[src/rtl/ray_column_renderer.sv]
`default_nettype none
// ray_column_renderer: expands one DDA column descriptor into SCREEN_HEIGHT RGB565 frame-buffer writes.
// Optional macro RAY_SHADE_EN halves each wall colour channel for wall type 1.
module ray_column_renderer #(
   parameter int          SCREEN_WIDTH  = 320,
   parameter int          SCREEN_HEIGHT = 180,
   parameter logic [15:0] CEIL_COLOR    = 16'hFFFF,
   parameter logic [15:0] FLOOR_COLOR   = 16'h8410,
   localparam int         ADDR_WIDTH    = $clog2(SCREEN_WIDTH*SCREEN_HEIGHT),
   localparam int         VC_WIDTH      = $clog2(SCREEN_HEIGHT)
) (
   input  logic                  pixel_clk_in,
   input  logic                  rst_n_in,
   input  logic                  dda_fifo_tvalid_in,
   input  logic [37:0]           dda_fifo_tdata_in,
   input  logic                  dda_fifo_tlast_in,
   input  logic [1:0]            fb_ready_to_switch_in,
   output logic                  transformer_tready_out,
   input  logic                  pixel_ready_in,
   output logic                  pixel_valid_out,
   output logic [ADDR_WIDTH-1:0] ray_address_out,
   output logic [15:0]           ray_pixel_out,
   output logic                  ray_last_pixel_out,
   output logic                  err_out
);

   typedef enum logic [1:0] {IDLE, RENDER, WAIT_FRAME} state_t;

   localparam logic [10:0]         HALF_H  = 11'(SCREEN_HEIGHT/2);
   localparam logic [10:0]         FULL_H  = 11'(SCREEN_HEIGHT);
   localparam logic [9:0]          WIDTH_C = 10'(SCREEN_WIDTH);
   localparam logic [VC_WIDTH-1:0] LAST_ROW = VC_WIDTH'(SCREEN_HEIGHT-1);

   state_t                state_q, state_d;
   logic                  rdy_q;
   logic [10:0]           start_q, start_d, end_q, end_d;
   logic [3:0]            map_q, map_d;
   logic                  tlast_q, tlast_d;
   logic [VC_WIDTH-1:0]   vcount_q, vcount_d;
   logic [ADDR_WIDTH-1:0] addr_q, addr_d;
   logic [15:0]           pix_q, pix_d;
   logic                  valid_q, valid_d, last_q, last_d, err_q, err_d;

   logic [8:0]            in_hcount;
   logic [7:0]            in_lh;
   logic [3:0]            in_map;
   logic signed [10:0]    half_s, start_s, end_s;
   logic [10:0]           in_start, in_end;
   logic                  accept;
   logic [VC_WIDTH-1:0]   next_row;
   logic [15:0]           wall_in, wall_q;
   logic [16:0]           unused_w;

   assign in_hcount = dda_fifo_tdata_in[37:29];
   assign in_lh     = dda_fifo_tdata_in[28:21];
   assign in_map    = dda_fifo_tdata_in[19:16];
   assign next_row  = vcount_q + VC_WIDTH'(1);

   function automatic logic [15:0] wall_f(input logic [3:0] m, input logic shade);
      logic [15:0] c;
      c = {m, 1'b0, m, 2'b00, m, 1'b0};
      if (shade) c = {1'b0, m, 1'b0, m, 1'b0, 1'b0, m};
      return c;
   endfunction

   function automatic logic [15:0] pix_f(input logic [10:0] row, input logic [10:0] s,
                                         input logic [10:0] e, input logic [15:0] wall);
      if (row < s)       return CEIL_COLOR;
      else if (row >= e) return FLOOR_COLOR;
      else               return wall;
   endfunction

`ifdef RAY_SHADE_EN
   logic wt_q, wt_d;
   assign wall_in  = wall_f(in_map, dda_fifo_tdata_in[20]);
   assign wall_q   = wall_f(map_q, wt_q);
   assign unused_w = {1'b0, dda_fifo_tdata_in[15:0]};
`else
   assign wall_in  = wall_f(in_map, 1'b0);
   assign wall_q   = wall_f(map_q, 1'b0);
   assign unused_w = {dda_fifo_tdata_in[20], dda_fifo_tdata_in[15:0]};
`endif

   // Map value 0 means no wall: collapse the wall span to the horizon.
   always_comb begin
      half_s   = $signed({4'b0, in_lh[7:1]});
      start_s  = $signed(HALF_H) - half_s;
      end_s    = $signed(HALF_H) + half_s;
      in_start = (start_s < 0) ? 11'd0 : start_s;
      in_end   = (end_s > $signed(FULL_H)) ? FULL_H : end_s;
      if (in_map == 4'd0) begin
         in_start = HALF_H;
         in_end   = HALF_H;
      end
   end

   assign transformer_tready_out = rdy_q &&
      ((state_q == IDLE) || ((state_q == WAIT_FRAME) && (fb_ready_to_switch_in == 2'd3)));
   assign accept = dda_fifo_tvalid_in && transformer_tready_out;

   always_comb begin
      state_d  = state_q;
      start_d  = start_q;
      end_d    = end_q;
      map_d    = map_q;
      tlast_d  = tlast_q;
      vcount_d = vcount_q;
      addr_d   = addr_q;
      pix_d    = pix_q;
      valid_d  = valid_q;
      last_d   = last_q;
      err_d    = err_q;
`ifdef RAY_SHADE_EN
      wt_d     = wt_q;
`endif
      case (state_q)
         IDLE, WAIT_FRAME: begin
            if (accept) begin
               start_d  = in_start;
               end_d    = in_end;
               map_d    = in_map;
               tlast_d  = dda_fifo_tlast_in;
`ifdef RAY_SHADE_EN
               wt_d     = dda_fifo_tdata_in[20];
`endif
               vcount_d = '0;
               addr_d   = ADDR_WIDTH'(in_hcount);
               last_d   = 1'b0;
               if ({1'b0, in_hcount} >= WIDTH_C) begin
                  err_d   = 1'b1;
                  valid_d = 1'b0;
                  state_d = dda_fifo_tlast_in ? WAIT_FRAME : IDLE;
               end else begin
                  valid_d = 1'b1;
                  pix_d   = pix_f(11'd0, in_start, in_end, wall_in);
                  state_d = RENDER;
               end
            end
         end
         RENDER: begin
            if (valid_q && pixel_ready_in) begin
               if (vcount_q == LAST_ROW) begin
                  valid_d = 1'b0;
                  last_d  = 1'b0;
                  state_d = tlast_q ? WAIT_FRAME : IDLE;
               end else begin
                  vcount_d = next_row;
                  addr_d   = addr_q + ADDR_WIDTH'(SCREEN_WIDTH);
                  pix_d    = pix_f(11'(next_row), start_q, end_q, wall_q);
                  last_d   = tlast_q && (next_row == LAST_ROW);
               end
            end
         end
         default: state_d = IDLE;
      endcase
   end

   always_ff @(posedge pixel_clk_in or negedge rst_n_in) begin
      if (!rst_n_in) begin
         state_q  <= IDLE;
         rdy_q    <= 1'b0;
         start_q  <= '0;
         end_q    <= '0;
         map_q    <= '0;
         tlast_q  <= 1'b0;
         vcount_q <= '0;
         addr_q   <= '0;
         pix_q    <= '0;
         valid_q  <= 1'b0;
         last_q   <= 1'b0;
         err_q    <= 1'b0;
      end else begin
         state_q  <= state_d;
         rdy_q    <= 1'b1;
         start_q  <= start_d;
         end_q    <= end_d;
         map_q    <= map_d;
         tlast_q  <= tlast_d;
         vcount_q <= vcount_d;
         addr_q   <= addr_d;
         pix_q    <= pix_d;
         valid_q  <= valid_d;
         last_q   <= last_d;
         err_q    <= err_d;
      end
   end

`ifdef RAY_SHADE_EN
   always_ff @(posedge pixel_clk_in or negedge rst_n_in) begin
      if (!rst_n_in) wt_q <= 1'b0;
      else           wt_q <= wt_d;
   end
`endif

   assign pixel_valid_out    = valid_q;
   assign ray_address_out    = addr_q;
   assign ray_pixel_out      = pix_q;
   assign ray_last_pixel_out = last_q;
   assign err_out            = err_q;

endmodule
`default_nettype wire

[config.mk]
export PLATFORM = sky130hd
export DESIGN_NAME = ray_column_renderer
export DESIGN_NICKNAME = d
export VERILOG_FILES = /design/src/rtl/ray_column_renderer.sv
export SDC_FILE = /design/constraint.sdc
export NUM_CORES = 1
export LEC_CHECK = 0
export BUFFER_PORTS_ARGS = -buffer_cell sky130_fd_sc_hd__buf_2
export CORE_AREA = 2 2 70 99
export DETAILED_ROUTE_END_ITERATION = 10
export DIE_AREA = 0 0 72 101
export PLACE_DENSITY = 0.8
export RECOVER_POWER = 50
export SLEW_MARGIN = 15
export SYNTH_ARGS = -nofsm -noshare
export SYNTH_HDL_FRONTEND = slang
export SYNTH_SLANG_ARGS = --single-unit
[constraint.sdc]
create_clock -name pixel_clk_in -period 3.7 [get_ports pixel_clk_in]
set_input_delay 0.37 -clock pixel_clk_in [delete_from_list [all_inputs] [get_ports pixel_clk_in]]
set_output_delay 0.37 -clock pixel_clk_in [all_outputs]
set_load 0.1 [all_outputs]
==> summary.md <==
| Metric | Value |
|---|---|
| Result of the run | finished with violations |
| Violated checks | max-capacitance violations, max-slew violations |
| Largest net degree at the start of global routing | 30 |
| Gates resized, CTS repair | 0 |
| Vias per inst | 5.69 |
| Count of cell instances traversed by the critical path | 11 |
| Starting utilization of the core area | a little over half |
| Maximum number of buffers from clock root to sink | 2 |
| Worst Tran Pin Value | 1.56 ns |
| Number of nets with antenna violations after routing | 0 |
| Largest driver fanout on the critical path | 8 |
| Number of port buffers | between 60 and 70 |
| Nets | 499 |
| CP dominant cell by count | sky130_fd_sc_hd__ha_1 |
| Pins Over Slew Limit | 30 |
| Main area contributors after synthesis | sky130_fd_sc_hd__dfrtp_1 41%, sky130_fd_sc_hd__ha_1 8.1%, sky130_fd_sc_hd__nand2_1 7.9%, sky130_fd_sc_hd__o21ai_0 3.5%, sky130_fd_sc_hd__xnor2_1 3.4% |
| Endpoint of the most critical register-to-register path | ray_pixel_out[12] |
| Clock-pin slew reported for the worst setup and hold paths after clock tree synthesis | 0.10 ns |
| Ratio of final minimum period to clock period | 78.9% |
| Worst setup slack for register-to-register paths | 0.78 ns |
| Maximum single-stage delay on the critical path | 0.51 ns |
| # Post-CTS Setup Buffers | 0 |
| Final worst clock skew | 0.0112 ns |
| Maximum VDD drop | approximately 610 uV |
| Sequential-to-total area share from yosys stat | between 40% and 50% |
| Insertion delay to the later sink of the worst-skew pair | 0.31 ns |
| Setup-violating endpoint count in the final report | 0 |
| Total number of vias | 2,883 |
| Top library cells by usage in the layout, fill and taps aside | 71 x sky130_fd_sc_hd__nand2_1, 55 x sky130_fd_sc_hd__dfrtp_1, 44 x sky130_fd_sc_hd__buf_2 |
| Root buffer cell | sky130_fd_sc_hd__clkbuf_8 |
| Count of mapped cells out of synthesis | 386 |
| Total number of clock tree sinks | 55 |
| Max Clock Freq | around 0.34 GHz |
| Num ports | 81 |
| Async S/R FF share, synth | 100% |
| Number of antenna violations at the first check in global routing | 0 |
| Crit path time final | 2.92 ns |
| Max-slew headroom at the worst pin | -3.72% |
| Endpoint required time on the critical path | a little under 4 ns |
| Number of instances in the placed design | 499 |
| Die extent in x | 72 um |
| Worst setup path class | register to register |
| Critical path endpoint category | register |
| Cell area after synthesis | approximately 0.0034 mm2 |
| Core footprint | 0.00644 mm2 |
| Non-filler instance count after layout | 507 |
| Vias in the first global route | 2,805 |
| Routed length per instance | 14.9 um |
| Aggregate global routing overflow | 0 |
| Crit start category | register |
| Clock tree from TritonCTS | done |
| GP Congestion | 0.876 |
| Launch point of the worst reg-to-reg path | vcount_q[0] |
| Total global-route track usage | between 20% and 30% |
| Die Span Y | 101 um |
| Number of iterations in the first detailed-routing pass | 4 |
| Number of CTS-inserted buffers | 5 |
| First-pass GRT wire length | 12,600 um |
| Prevailing post-synth register cell | sky130_fd_sc_hd__dfrtp_1 |
| CTS hold repair buffers | 0 |
| Top Family by Delay on Critical Path | simple AND/OR/NAND/NOR gates |
| Area delta synth->final | 10.3% |
| RSZ-0062 raised after global routing | false |
| Synth warnings | 0 |
| H-tree Lvls | 2 |
| Total leakage power | approximately 1.8 nW |
| Number of synthesized register bits | 55 |
| Synth unique cells | 60 |
| Wire length after detailed routing | between 7000 and 8000 um |
| Hold violation total from the final report | 0 |
| Worst setup path startpoint | vcount_q[0] |
| Number of design-rule violations left by the first detailed-router iteration | roughly 170 |
| Post-DP HPWL | between 5000 and 6000 um |
| EDFF count, synth | 0 |
| Layout cells sized above 1 | 15.7% |
| Critical path destination | ray_pixel_out[12] |
| Leading area contributor after synthesis | sky130_fd_sc_hd__dfrtp_1 |
| Share of the synthesized area in the top cell type | 40.6% |
| Hold Crit Class | input pin to register |
| Data arrival, critical path | 3.17 ns |
| Diode count | 0 |
| Average cell area after synthesis | slightly below 9 um2 |
| Post-synthesis net count | 453 |
| Crit-path slowest cell | sky130_fd_sc_hd__dfrtp_1 |
| DRC viols | 0 |
| Buffering stage count on the worst path with inverters included | 1 |
| Depth of the worst register-to-register path | 11 |
| Overall die area | roughly 0.0073 mm2 |
| Total power divided by cell area | between 800 and 900 mW/mm2 |
| Row count | 35 |
| Leading cell type in the layout, fill and taps excluded | sky130_fd_sc_hd__nand2_1 |
| Max Cap Viol | 1 |
| Aggregate negative setup slack | 0 ns |
| Cell-by-cell trace of the critical path | ha_1 -> and3_1 -> nand3_1 -> xor2_1 -> inv_1 -> ha_1 -> o2111ai_1 -> a21oi_1 -> or4_4 -> a211o_4 -> o21ai_2 |
## area by class of cell
| type | instances | area (um2) |
|---|---|---|
| Tap cell | 74 | 92.6 |
| Fill cell | 585 | 2700 |
| Sequential cell | 55 | 1380 |
| Inverter | 27 | 101 |
| Multi-Input combinational cell | 278 | 1770 |
| Clock inverter | 2 | 16.3 |
| Clock buffer | 6 | 72.6 |
| Timing Repair Buffer | 65 | 307 |
## Yosys cell counts, drive strengths merged (2+ instances only)
cell     number
nand2        72
dfrtp        55
nor3          9
o41ai         2
nand4         4
o22ai         5
nor2         21
inv          27
buf          12
nand3b        3
a22o          3
nand3        11
a211oi        3
nor3b         3
xnor2        14
o211a         2
clkbuf       14
nor4          2
a22oi         2
xor2          5
a31oi         4
nor2b         3
a21boi        2
o21ai        30
and2          2
and3          2
o2111ai       2
or3           2
o31ai         3
nand2b        4
o21a          2
or4           3
a21oi        19
a2bb2oi       2
ha           22
## report_power, final
part / total [W] / leakage, nW / switching [W] / internal [W]
clock: 0.000335 / 0.0418 / 0.000198 / 0.000136
combinational: 0.00194 / 1.08 / 0.00158 / 0.000361
sequential: 0.000943 / 0.686 / 0.000134 / 0.000808
## cells by family (layout without fill, tap and decap cells)
family,count (synthesis),in the layout,synth area share [%]
muxes,1,1,0.332
AOI/OAI and AO/OA,91,91,17.9
adders and majority gates,22,22,8.13
buffers and inverters,53,100,7.31
other,1,1,0.111
xor gates and xnor gates,19,19,5.13
DFF,55,55,40.6
and+or+nand+nor,144,144,20.4
## worst register-to-register path: stages, from the launching register on
cell and delay (ns):
sky130_fd_sc_hd__dfrtp_1 0.51, sky130_fd_sc_hd__ha_1 0.31, sky130_fd_sc_hd__and3_1 0.23, sky130_fd_sc_hd__nand3_1 0.11
sky130_fd_sc_hd__xor2_1 0.19, sky130_fd_sc_hd__inv_1 0.13, sky130_fd_sc_hd__ha_1 0.30, sky130_fd_sc_hd__o2111ai_1 0.08
sky130_fd_sc_hd__a21oi_1 0.06, sky130_fd_sc_hd__or4_4 0.50, sky130_fd_sc_hd__a211o_4 0.39, sky130_fd_sc_hd__o21ai_2 0.06
## stage by stage
stage | util, % | cell area (um2) | setup slack (ns) | power [W] | hold slack [ns]
floorplan | - | 3390 | 0.906 | 0.00263 | 0.0744
global placement | 57.1 | 3670 | 0.881 | 0.00287 | 0.432
detailed placement | 57.1 | 3670 | 0.824 | 0.00291 | 0.433
CTS | 58.4 | 3760 | 0.800 | 0.00325 | 0.0897
global route | 58.0 | 3740 | 0.633 | 0.00341 | 0.239
finish | 58.0 | 3740 | 0.779 | 0.00322 | 0.247
## worst min path at each step
stage                          startpoint             endpoint  slack (ns)  cells after the start
global placement                 rst_n_in   ray_address_out[8]        0.43                      1
CTS                              rst_n_in  ray_address_out[10]        0.09                      1
detailed placement               rst_n_in   ray_address_out[8]        0.43                      1
finish              dda_fifo_tdata_in[31]   ray_address_out[2]        0.25                      3
global route        dda_fifo_tdata_in[33]   ray_address_out[4]        0.24                      3
floorplan                        rst_n_in             end_q[0]        0.07                      0
## registers in the layout, indices dropped and copies added, names as in the netlist
register            cells
rdy_q                   1
state_q                 2
tlast_q                 1
end_q                   8
start_q                 7
ray_address_out        16
map_q                   4
pixel_valid_out         1
err_out                 1
vcount_q                8
ray_pixel_out           5
ray_last_pixel_out      1
## layer usage
layer	track usage (%)	part of all wire, %
met1	24.7	41
met2	39.4	53
met3	4.10	4.4
met4	8.56	1.3
met5	0	0
Note: power is estimated with default switching activity, not from simulation.
